$ cat src/rtl/voice_scheduler.sv
// voice_scheduler
// Polyphonic voice allocator and square-wave tone generator. Key press/release
// events arrive over a valid/ready handshake. Each accepted event spends one
// LOOKUP cycle, during which the shared note/octave divider table is addressed.
// At the end of that cycle the chosen voice is loaded, retriggered or cleared.
// Every active voice runs a half-period counter that toggles its wave output.
//
// Ports:
//   clk, n_rst                      clock, async active-low reset
//   key_valid/key_ready             event handshake (ready only in IDLE)
//   key_on, key_note, key_octave    event payload (press/release, note 0..12, octave)
//   lut_note, lut_octave            registered address into the divider table
//   lut_divider                     combinational divider returned by the table
//   voice_active, voice_wave        per-voice sounding flag and square wave
//
// state  | meaning
// IDLE   | ready for a key event
// LOOKUP | table addressed with captured event; voice update on exiting edge

module voice_scheduler #(
  parameter int VOICES = 4
) (
  input  logic              clk,
  input  logic              n_rst,
  input  logic              key_valid,
  output logic              key_ready,
  input  logic              key_on,
  input  logic [3:0]        key_note,
  input  logic [2:0]        key_octave,
  output logic [3:0]        lut_note,
  output logic [2:0]        lut_octave,
  input  logic [18:0]       lut_divider,
  output logic [VOICES-1:0] voice_active,
  output logic [VOICES-1:0] voice_wave
);

  localparam int IW = (VOICES > 1) ? $clog2(VOICES) : 1;

  typedef enum logic {
    IDLE   = 1'b0,
    LOOKUP = 1'b1
  } state_t;

  state_t state, state_nxt;

  logic              cap_on;
  logic [3:0]        v_note [VOICES];
  logic [2:0]        v_oct  [VOICES];
  logic [18:0]       v_div  [VOICES];
  logic [18:0]       v_cnt  [VOICES];
  logic [VOICES-1:0] act_q;
  logic [VOICES-1:0] wave_q;
  logic [IW-1:0]     steal_ptr;

  logic [VOICES-1:0] match;
  logic              hit, has_free, upd, do_steal;
  logic [IW-1:0]     hit_idx, free_idx, sel_idx;
  logic [18:0]       div_load;

  assign key_ready    = (state == IDLE);
  assign voice_active = act_q;
  assign voice_wave   = wave_q;
  assign div_load     = (lut_divider == 19'd0) ? 19'd1 : lut_divider;

  always_ff @(posedge clk or negedge n_rst) begin
    if (!n_rst) begin
      state      <= IDLE;
      cap_on     <= 1'b0;
      lut_note   <= 4'd0;
      lut_octave <= 3'd0;
    end else begin
      state <= state_nxt;
      if (key_valid && key_ready) begin
        cap_on     <= key_on;
        lut_note   <= key_note;
        lut_octave <= key_octave;
      end
    end
  end

  always_comb begin
    state_nxt = state;
    match     = '0;
    hit       = 1'b0;
    hit_idx   = '0;
    has_free  = 1'b0;
    free_idx  = '0;
    case (state)
      IDLE:    if (key_valid) state_nxt = LOOKUP;
      LOOKUP:  state_nxt = IDLE;
      default: state_nxt = IDLE;
    endcase
    for (int i = 0; i < VOICES; i++) begin
      match[i] = act_q[i] && (v_note[i] == lut_note) && (v_oct[i] == lut_octave);
    end
    // Descending scan so the lowest index wins.
    for (int i = VOICES - 1; i >= 0; i--) begin
      if (match[i]) begin
        hit     = 1'b1;
        hit_idx = IW'(i);
      end
      if (!act_q[i]) begin
        has_free = 1'b1;
        free_idx = IW'(i);
      end
    end
    sel_idx  = hit ? hit_idx : (has_free ? free_idx : steal_ptr);
    do_steal = cap_on && !hit && !has_free;
    // Releases only act on a match; illegal notes never act.
    upd      = (state == LOOKUP) && (lut_note <= 4'd12) && (cap_on || hit);
  end

  always_ff @(posedge clk or negedge n_rst) begin
    if (!n_rst) begin
      steal_ptr <= '0;
    end else if (upd && do_steal) begin
      steal_ptr <= (steal_ptr == IW'(VOICES - 1)) ? '0 : steal_ptr + IW'(1);
    end
  end

  // The LOOKUP update has priority over the voice's own counter wrap.
  always_ff @(posedge clk or negedge n_rst) begin
    if (!n_rst) begin
      act_q  <= '0;
      wave_q <= '0;
      for (int i = 0; i < VOICES; i++) begin
        v_note[i] <= 4'd0;
        v_oct[i]  <= 3'd0;
        v_div[i]  <= 19'd0;
        v_cnt[i]  <= 19'd0;
      end
    end else begin
      for (int i = 0; i < VOICES; i++) begin
        if (upd && (sel_idx == IW'(i))) begin
          v_cnt[i]  <= 19'd0;
          wave_q[i] <= 1'b0;
          act_q[i]  <= cap_on;
          if (cap_on) begin
            v_div[i]  <= div_load;
            v_note[i] <= lut_note;
            v_oct[i]  <= lut_octave;
          end
        end else if (act_q[i]) begin
          if (v_cnt[i] == v_div[i] - 19'd1) begin
            v_cnt[i]  <= 19'd0;
            wave_q[i] <= ~wave_q[i];
          end else begin
            v_cnt[i] <= v_cnt[i] + 19'd1;
          end
        end else begin
          v_cnt[i]  <= 19'd0;
          wave_q[i] <= 1'b0;
        end
      end
    end
  end

endmodule

$ cat config.mk
export PLATFORM = sky130hd
export DESIGN_NAME = voice_scheduler
export DESIGN_NICKNAME = d
export VERILOG_FILES = /design/src/rtl/voice_scheduler.sv
export SDC_FILE = /design/constraint.sdc
export NUM_CORES = 1
export LEC_CHECK = 0
export CAP_MARGIN = 20
export CORE_AREA = 2 2 148 150
export CTS_CLUSTER_DIAMETER = 120
export DETAILED_ROUTE_END_ITERATION = 10
export DIE_AREA = 0 0 150 152
export PLACE_DENSITY = 0.73
export RECOVER_POWER = 50
export SYNTH_ARGS = -nofsm -noshare
export SYNTH_HDL_FRONTEND = slang
export SYNTH_SLANG_ARGS = --single-unit
$ cat constraint.sdc
create_clock -name clk -period 4.3 [get_ports clk]
set_input_delay 0.43 -clock clk [delete_from_list [all_inputs] [get_ports clk]]
set_output_delay 0.43 -clock clk [all_outputs]
set_load 0.01 [all_outputs]
==> reports/metrics.csv, run 1 <==
stage;metric;value;unit
run_status;status;complete, but fails checks;
run_status;failing checks;max-capacitance violations, max-slew violations;
synth;cells after synthesis;1127;
clock_network;CTS Buffer Depth;2;
setup_path;CP endpoint kind;register;
placement;DP Worst Slack;0.7241;ns
setup_path;Worst EP required;4.59;ns
finish;Finished Cell Area;12800;um^2
setup_path;CP Launch Type;register;
routing;Vias;8695;
synth;Async SR Flop Fraction;100.0;%
timing;Final setup violation count;0;
synth;synthesized area per cell;10.23;um^2
clock_network;TritonCTS clock tree;built;
routing;drt total wl;26150;um
finish;footprint of the multi-input gates;6259;um^2
die;Die H;152;um
timing;pin slew with the least headroom to its limit;2.299;ns
finish;ant diodes;0;
power;combinational power share;37.0;%
finish;fin util;59.96;%
die;I/O pin count;46;
routing;Routed wire per std cell;18.06;um
synth;syn nets;1166;
die;row count;54;
placement;post-DP HPWL;18380;um
timing;worst setup slack after layout;0.7076;ns
placement;PortBufs;45;
grt;GRT Overall Usage;23.76;%
synth;post-synth cell types;73;
timing;RSZ-0062 raised after global routing;no;
clock_network;clock root buffer;clkbuf_16;
timing;Fin. Hold Viols;0;
synth;Post-synth EDFFs;0;
finish;Final Non-Filler Cells;1448;
finish;ratio of cells with drive above 1 in the final layout;16.52;%
timing;Final min period;3.592;ns
timing;period utilization;83.54;%
routing;via/cell ratio;6.005;
clock_network;Hold Buf Count CTS;0;
power;Pwr Density;589.5;nW/um^2
synth;register area share after synthesis;43.20;%
placement;Post-DP Area;12250;um^2
clock_network;post-CTS setup buffer count;0;
timing;Layout Skew;0.01109;ns
synth;prevailing post-synth register cell;dfrtp_1;
die;Starting Density;54.00;%
routing;drt pass-1 iters;5;
min_path;hold crit path type;register to register;
grt;global-route wire length before repair;43670;um
synth;Syn Std Cell Area;11530;um^2
clock_network;Sink Count;199;
power;leak pwr;5.096;nW
placement;routability cong.;0.9497;
die;die width;150;um
setup_path;CP arrival;3.88;ns
power;net switching power;2.967;mW
finish;number of fillers in the final layout;1817;
power;Internal;4.580;mW
clock_network;Resized cells post-CTS;0;
synth;YS warnings;0;
routing;Routed Antenna Nets;0;
finish;area delta synth->final;11.04;%
routing;DR DRC count;0;
power;peak supply drop;323.1;uV
timing;Hold WS;0.5313;ns
die;core area;21350;um^2
timing;Fin Setup TNS;0;ns
run;Max Cap Violations;1;
finish;Nets;1194;
placement;Placed Cells;1416;
power;Sw Share;39.32;%
timing;max_slew headroom;-53.24;%
power;Final Power;7.547;mW
power;clock share of power;20.7;%
routing;1st-iter DRT viols;565;
power;Flop pwr share;42.3;%
timing;Max Freq;0.2784;GHz
grt;initial antenna violation count;0;
setup_path;crit-path max FO;19;
timing;max-slew violations;93;
die;die area;22800;um^2
setup_path;WS Path Type;register to register;
grt;largest net degree at the start of global routing;93;
clock_network;insertion delay to the later sink of the worst-skew pair;0.44;ns
synth;#FFs+latches synth;199;
clock_network;Max H-tree Level;4;
grt;gr ovfl total;0;
grt;vias in the first global route;8471;
clock_network;Num CTS Buffers;17;
finish;register area;4980;um^2
clock_network;Reg clk slew, reported paths;0.07;ns
## Yosys cell counts, types with 4 or more instances
cell	number	area [um^2]
a2111oi_0	6	52.55
a211o_1	4	35.03
a211oi_1	8	60.06
a21oi_1	10	50.05
a31oi_1	10	62.56
and3_1	14	87.58
and4_1	4	35.03
buf_1	4	15.01
buf_2	13	65.06
clkbuf_1	32	120.1
dfrtp_1	199	4980
ha_1	9	112.6
inv_1	22	82.58
mux2_2	110	1239
nand2_1	47	176.4
nand2b_1	5	31.28
nand3_1	49	245.2
nand3b_1	6	45.04
nand4_1	33	206.5
nand4b_1	4	35.03
nor2_1	79	296.5
nor2b_1	15	93.84
nor3_1	77	385.4
nor3b_1	9	67.56
nor4_1	20	125.1
nor4b_1	5	43.79
o2111ai_1	4	35.03
o211a_1	4	40.04
o211ai_1	4	30.03
o21ai_0	27	135.1
o31ai_1	5	37.54
o41ai_1	4	35.03
or2_2	11	68.82
or3_1	19	118.9
or4_1	16	120.1
or4b_1	4	40.04
xnor2_1	98	858.3
xor2_1	78	683.2
## worst max-delay path, stage by stage, from the launching register on
cell and delay, ns:
dfrtp_1 0.44, inv_1 0.09, ha_1 0.27, or4b_1 0.59, or4_4 0.53, or3_1 0.39
a22oi_2 0.21, nand4_2 0.15, o31ai_4 0.65, nor2_1 0.12
## metal layers
metal / wire length [um] / up-vias / global-route usage [%]
met5: 0 / - / 0
met4: 461 / 0 / 6.783
met3: 1034 / 31 / 3.604
met2: 12610 / 191 / 38.83
met1: 12050 / 4318 / 32.92
li1: - / 4155 / -
## power by group through the flow
stage,registers [mW],clock network [mW],logic [mW]
floorplan,2.90,0,2.31
global placement,3.18,0,2.69
detailed placement,3.21,0,2.75
CTS,3.17,1.59,2.79
global route,3.28,1.67,3.08
finish,3.19,1.56,2.79
## cells in the final DEF, fill, tap and decap left out, drive strengths merged, types with 10 or more instances in the layout
master	Yosys	final
xnor2	98	98
clkdlybuf4s50	0	43
a31oi	10	10
nand3	49	49
nand4	34	34
buf	20	14
or4	18	18
mux2	110	110
or3	19	19
nor3	77	77
o21ai	28	28
and3	14	14
clkbuf	33	21
nand2	47	47
xor2	78	78
nor4	23	23
or2	11	11
dfrtp	199	199
nor2b	15	15
inv	22	28
nor2	79	79
a21oi	10	10
## worst paths after layout
| kind | startpoint | endpoint | slack, ns | cells past startpoint |
|---|---|---|---|---|
| max in group asynchronous | n_rst | v_cnt[73] | 1.70 | 2 |
| max reg2reg | v_div[0] | v_cnt[3] | 0.71 | 9 |
| min in group asynchronous | n_rst | v_cnt[42] | 0.66 | 1 |
| min | v_oct[11] | v_oct[11] | 0.53 | 1 |
| min reg2reg | v_oct[11] | v_oct[11] | 0.53 | 1 |
| max | v_div[0] | v_cnt[3] | 0.71 | 9 |
## logic make-up (layout without fill, tap and decap cells)
logic type | after synthesis | count (layout) | synth area share [%]
buffers and inverters | 75 | 116 | 2.789
adder cells (fa/ha/maj) | 9 | 9 | 0.9768
XOR/XNOR | 177 | 177 | 13.57
AND/OR/NAND/NOR | 436 | 436 | 21.03
multiplexers | 113 | 113 | 11.01
flip-flops | 199 | 199 | 43.20
AO/OA/AOI/OAI | 118 | 118 | 7.434
## registers in the layout, indices dropped and copies added (netlist names)
name / cells
cap_on: 1
lut_note: 4
lut_octave: 3
state: 1
steal_ptr: 2
v_cnt: 76
v_div: 76
v_note: 16
v_oct: 12
voice_active: 4
voice_wave: 4
## layout make-up
type	instances	share of cell area, %
clock buffers	17	3.323
clock inverters	15	1.085
inverters	22	0.6451
multi-input cells	853	48.89
flip-flops and latches	199	38.90
well taps	280	2.737
repair buffers	62	4.418
Power figures use the tool's default switching activity.
==> run 2, diff against run 1 <==
PLACE_DENSITY = 0.75   (was 0.73)
clock period = 3.1 ns   (was 4.3 ns; I/O delays follow)
==> reports/metrics.csv, run 2 (synthesized netlist as in run 1, its figures left out) <==
stage;metric;value;unit;change
grt;global-route wire length before repair;44820;um;+2.6%
power;peak supply drop;433.9;uV;+34%
routing;Routed Antenna Nets;0;;unchanged
clock_network;clock root buffer;clkbuf_16;;
timing;RSZ-0062 raised after global routing;no;;
setup_path;CP endpoint kind;register;;
grt;GRT Overall Usage;24.63;%;+0.88 points
power;Sw Share;37.80;%;-1.5 points
setup_path;CP Launch Type;register;;
die;Die H;152;um;unchanged
finish;fin util;62.54;%;+2.6 points
routing;1st-iter DRT viols;435;;-23%
clock_network;TritonCTS clock tree;built;;
die;Starting Density;54.00;%;unchanged
setup_path;Worst EP required;3.44;ns;-1.15 ns
finish;Finished Cell Area;13350;um^2;+4.3%
setup_path;FF-to-FF setup slack;0.12;ns;-0.58 ns
routing;Vias;9021;;+3.7%
die;I/O pin count;46;;unchanged
die;die area;22800;um^2;unchanged
finish;footprint of the multi-input gates;6330;um^2;+1.1%
min_path;worst hold endpoint;lut_note[1];;
setup_path;Worst R2R Path Depth;8;;-1
finish;Nets;1237;;+3.6%
timing;Max Freq;0.3360;GHz;+21%
min_path;Hold Crit Depth;2;;+1
power;clock share of power;21.5;%;+0.8 points
timing;Hold WS;0.4731;ns;-0.05821 ns
finish;most frequent cells in the layout;dfrtp_1 (199), mux2_2 (110), xnor2_1 (98);;
routing;drt total wl;27330;um;+4.5%
timing;Final min period;2.976;ns;-0.6160 ns
power;Internal;6.903;mW;+51%
die;core area;21350;um^2;unchanged
clock_network;insertion delay to the later sink of the worst-skew pair;0.44;ns;about the same
placement;post-DP HPWL;19340;um;+5.3%
power;Pwr Density;831.1;nW/um^2;+41%
power;combinational power share;39.4;%;+2.4 points
placement;PortBufs;45;;unchanged
setup_path;CP arrival;3.32;ns;-0.56 ns
timing;period utilization;96.01;%;+12 points
power;net switching power;4.195;mW;+41%
routing;Routed wire per std cell;18.32;um;+1.4%
timing;pin slew with the least headroom to its limit;1.983;ns;-0.3152 ns
timing;max_slew headroom;-32.23;%;+21 points
setup_path;Worst R2R End;v_cnt[31];;
setup_path;slowest stage delay, CP;0.54;ns;-0.11 ns
routing;DR DRC count;0;;unchanged
finish;area delta synth->final;15.82;%;
setup_path;worst flop-to-flop path startpoint;v_div[30];;
timing;Layout Skew;0.01144;ns;+0.0003463 ns
clock_network;Num CTS Buffers;17;;unchanged
setup_path;crit-path max FO;19;;unchanged
grt;largest net degree at the start of global routing;76;;-18%
power;Flop pwr share;39.0;%;-3.3 points
placement;Post-DP Area;12650;um^2;+3.2%
finish;number of fillers in the final layout;1772;;-2.5%
finish;largest registers;v_cnt x76, v_div x76, v_note x16;;
grt;gr ovfl total;0;;unchanged
run_status;status;complete, but fails checks;;
grt;vias in the first global route;8803;;+3.9%
power;leak pwr;5.386;nW;+5.7%
setup_path;crit-path most repeated cell;or4_4;;
setup_path;CP max-delay cell;or4_4;;
clock_network;Max H-tree Level;4;;unchanged
finish;ratio of cells with drive above 1 in the final layout;20.64;%;+4.1 points
routing;via/cell ratio;6.046;;+0.69%
timing;max-slew violations;74;;-20%
run_status;failing checks;max-capacitance violations, max-slew violations;;
grt;initial antenna violation count;0;;unchanged
finish;register area;4980;um^2;unchanged
placement;routability cong.;0.8945;;-5.8%
timing;Fin. Hold Viols;0;;unchanged
routing;drt pass-1 iters;5;;unchanged
clock_network;CTS Buffer Depth;2;;unchanged
clock_network;Reg clk slew, reported paths;0.08;ns;about the same
finish;most common cell after layout, fill and taps aside;dfrtp_1;;
min_path;Worst Min Path Start;key_note[1];;
min_path;hold crit path type;input pin to register;;
run;Max Cap Violations;1;;unchanged
clock_network;Sink Count;199;;unchanged
timing;Fin Setup TNS;0;ns;unchanged
setup_path;WS Path Type;register to register;;
setup_path;Top Family by Delay on Critical Path;simple AND/OR/NAND/NOR gates;;
setup_path;buffer and inverter count on the worst path;1;;unchanged
die;row count;54;;unchanged
die;die width;150;um;unchanged
timing;Final setup violation count;0;;unchanged
setup_path;crit-path cells;or4_4 -> or4_4 -> o311a_1 -> or4_1 -> nand3_1 -> nor4bb_2 -> buf_6 -> nor3_1;;
[run 2: changes by cell type in the layout (fill, tap and decap cells not counted), sizes merged]
cell           delta
clkbuf            -2
inv               -1
buf              +45
clkdlybuf4s50     +1
bufinv            +3
clkinvlp          -3
diode             +1
[run 2: layer usage]
| metal | up-vias | part of all wire, % | track usage, % |
|---|---|---|---|
| li1 | 4230 | - | - |
| met5 | - | 0 | 0 |
| met1 | 4510 | 45 | 33.61 |
| met2 | 227 | 49 | 40.68 |
| met3 | 54 | 4.1 | 3.514 |
| met4 | 0 | 1.9 | 7.682 |
[run 2: through the flow]
step	worst slack [ns]	cells	power (mW)
after global placement	0.1140	1457	8.484
after floorplan	0.01749	1127	7.241
after global routing	0.007053	1491	11.80
after CTS	0.008474	1490	11.04
final	0.1236	1492	11.10
after detailed placement	0.05082	1457	8.632
[run 2: final cells by class]
| cell class | instances | area share [%] |
|---|---|---|
| Tap cell | 280 | 2.624 |
| Multi-Input combinational cell | 853 | 47.40 |
| Antenna cell | 1 | 0.01874 |
| Clock buffer | 18 | 3.289 |
| Clock inverter | 14 | 1.434 |
| Inverter | 22 | 0.6184 |
| Timing Repair Buffer | 105 | 7.318 |
| Sequential cell | 199 | 37.29 |
[run 2: how the worst max path moves through the flow]
stage,from,to,slack (ns),cells past startpoint
after floorplan,v_div[0],v_cnt[16],0.02,11
after global placement,lut_note[0],v_note[12],0.11,7
after detailed placement,lut_note[0],v_note[13],0.05,7
after CTS,lut_note[0],v_note[13],0.008,7
after global routing,v_div[51],v_cnt[47],0.007,7
final,v_div[30],v_cnt[31],0.12,8
[run 2: power groups by stage]
stage                     combinational, mW  sequential [mW]  clock [mW]
after floorplan                        3.21             4.03           0
after global placement                 4.17             4.31           0
after detailed placement               4.28             4.35           0
after CTS                              4.32             4.31        2.41
after global routing                   4.82             4.46        2.52
final                                  4.38             4.33        2.39
[run 2: repair_timing]
action,in CTS,in global routing
hold endpoints to repair,73,0
gates resized for setup,0,18
buffers inserted,0,1
endpoints found under the setup margin,0,161
hold buffers,1,0
==> run 3, diff against run 2 <==
PLACE_DENSITY = 0.79   (was 0.75)
==> reports/metrics.csv, run 3 (synthesized netlist as in run 1, its figures left out) <==
stage;metric;value;unit;change
run;Max Cap Violations;1;;unchanged
timing;Layout Skew;0.01240;ns;+0.0009651 ns
setup_path;slowest stage delay, CP;0.55;ns;about the same
timing;Fin Setup TNS;0;ns;unchanged
run_status;failing checks;max-capacitance violations, max-slew violations;;
grt;grt met2 use;39.44;%;-1.2 points
clock_network;clock root buffer;clkbuf_16;;
timing;max-slew violations;80;;+8.1%
clock_network;insertion delay to the later sink of the worst-skew pair;0.43;ns;about the same
die;die area;22800;um^2;unchanged
die;row count;54;;unchanged
finish;largest registers;v_cnt x76, v_div x76, v_note x16;;
timing;worst setup slack after layout;0.09968;ns;-0.02391 ns
run_status;status;complete, but fails checks;;
routing;drt total wl;26770;um;-2.0%
power;net switching power;4.151;mW;-1.1%
timing;RSZ-0062 raised after global routing;no;;
clock_network;Max H-tree Level;4;;unchanged
grt;initial antenna violation count;0;;unchanged
timing;Fin. Hold Viols;0;;unchanged
routing;Vias;8915;;-1.2%
setup_path;crit-path cells;or4_4 -> or4_4 -> o311a_1 -> or4_1 -> nand3_1 -> nor4bb_2 -> buf_4 -> nor3_1;;
placement;post-DP HPWL;19400;um;+0.31%
setup_path;CP Launch Type;register;;
placement;DP Worst Slack;0.03168;ns;-0.01914 ns
finish;most frequent cells in the layout;dfrtp_1 (199), mux2_2 (110), xnor2_1 (98);;
clock_network;Num CTS Buffers;17;;unchanged
setup_path;buffer and inverter count on the worst path;1;;unchanged
finish;area delta synth->final;15.66;%;
setup_path;Worst EP required;3.44;ns;about the same
grt;met3 GRT Util;3.183;%;-0.33 points
finish;footprint of the multi-input gates;6335;um^2;about the same
routing;Routed Antenna Nets;0;;unchanged
power;peak supply drop;434.4;uV;+0.11%
routing;Routed wire per std cell;17.90;um;-2.2%
placement;routability cong.;0.8885;;-0.67%
die;die width;150;um;unchanged
die;I/O pin count;46;;unchanged
power;Pwr Density;828.6;nW/um^2;-0.30%
timing;period utilization;96.78;%;+0.77 points
clock_network;CTS Buffer Depth;2;;unchanged
power;Flop pwr share;39.2;%;+0.2 points
finish;ratio of cells with drive above 1 in the final layout;20.82;%;+0.18 points
power;clock share of power;20.9;%;-0.6 points
finish;ant diodes;0;;-1
grt;GR Util met1;33.98;%;+0.37 points
setup_path;WS Path Type;register to register;;
power;combinational power share;39.9;%;+0.5 points
die;Starting Density;54.00;%;unchanged
power;leak pwr;5.383;nW;about the same
routing;drt pass-1 iters;6;;+1
routing;DR DRC count;0;;unchanged
grt;global-route wire length before repair;44680;um;-0.29%
placement;PortBufs;45;;unchanged
grt;GRT Overall Usage;24.29;%;-0.35 points
timing;Max Freq;0.3333;GHz;-0.80%
setup_path;CP endpoint kind;register;;
clock_network;TritonCTS clock tree;built;;
finish;Nets;1242;;+0.40%
timing;Final min period;3.000;ns;+0.02391 ns
timing;pin slew with the least headroom to its limit;1.982;ns;-0.001298 ns
routing;via/cell ratio;5.963;;-1.4%
clock_network;Sink Count;199;;unchanged
grt;largest net degree at the start of global routing;81;;+6.6%
clock_network;Reg clk slew, reported paths;0.07;ns;about the same
setup_path;crit-path max FO;19;;unchanged
die;Die H;152;um;unchanged
timing;Final setup violation count;0;;unchanged
die;core area;21350;um^2;unchanged
routing;1st-iter DRT viols;559;;+29%
setup_path;crit-path most repeated cell;or4_4;;
finish;number of fillers in the final layout;1739;;-1.9%
timing;max_slew headroom;-32.14;%;+0.087 points
setup_path;Top Family by Delay on Critical Path;simple AND/OR/NAND/NOR gates;;
min_path;hold crit path type;input pin to register;;
grt;Most Crowded Layer GR;met2;;
setup_path;CP max-delay cell;or4_4;;
finish;most common cell after layout, fill and taps aside;dfrtp_1;;
power;Internal;6.898;mW;about the same
grt;gr ovfl total;0;;unchanged
grt;vias in the first global route;8726;;-0.87%
power;Sw Share;37.57;%;-0.24 points
finish;register area;4980;um^2;unchanged
setup_path;CP arrival;3.34;ns;+0.02 ns
## run 3: stage by stage
| step | util [%] | cell area (um^2) | total power [mW] | cells | hold slack (ns) |
|---|---|---|---|---|---|
| 3_5_place_dp | 59.23 | 12650 | 8.624 | 1460 | 0.3819 |
| 4_1_cts | 62.14 | 13270 | 10.99 | 1492 | 0.4799 |
| 3_3_place_gp | 59.23 | 12650 | 8.458 | 1460 | 0.3865 |
| 6_report | 62.45 | 13330 | 11.05 | 1495 | 0.4917 |
| 2_1_floorplan | - | 11540 | 7.241 | 1127 | 0.01441 |
| 5_1_grt | 62.45 | 13330 | 11.78 | 1495 | 0.4864 |
## run 3: power by group through the flow
stage / Sequential (mW) / Clock, mW / Combinational [mW]
final: 4.33 / 2.31 / 4.40
after global routing: 4.45 / 2.47 / 4.86
after CTS: 4.30 / 2.35 / 4.34
after detailed placement: 4.34 / 0 / 4.29
after global placement: 4.30 / 0 / 4.16
after floorplan: 4.03 / 0 / 3.21
## run 3: layout make-up
type | instances | share of cell area (%)
Clock buffer | 19 | 3.322
Clock inverter | 12 | 1.257
Inverter | 22 | 0.6193
Multi-Input combinational cell | 853 | 47.51
Sequential cell | 199 | 37.35
Tap cell | 280 | 2.627
Timing Repair Buffer | 110 | 7.319
## run 3: what timing repair did
item,4_1_cts,5_1_grt
endpoints found under the setup margin,1,103
setup buffers,0,3
hold buffers,1,0
gates resized for setup,1,16
pin swaps,0,4
hold endpoints to repair,75,0
## run 3: path summary, 6_finish.rpt
kind	slack, ns	endpoint	cells after the start	from
max in group asynchronous	0.59	v_cnt[7]	3	n_rst
worst max register to register	0.1	v_cnt[26]	8	v_div[30]
worst min register to register	0.53	v_note[6]	1	v_note[6]
worst max-delay path	0.1	v_cnt[26]	8	v_div[30]
min in group asynchronous	0.96	v_cnt[40]	2	n_rst
worst min-delay path	0.49	cap_on	2	key_on
## run 3: layer usage
layer / part of all wire (%) / vias up
met5: 0 / -
met4: 2.0 / 0
met3: 4.2 / 33
met1: 45 / 4448
met2: 48 / 201
li1: - / 4233
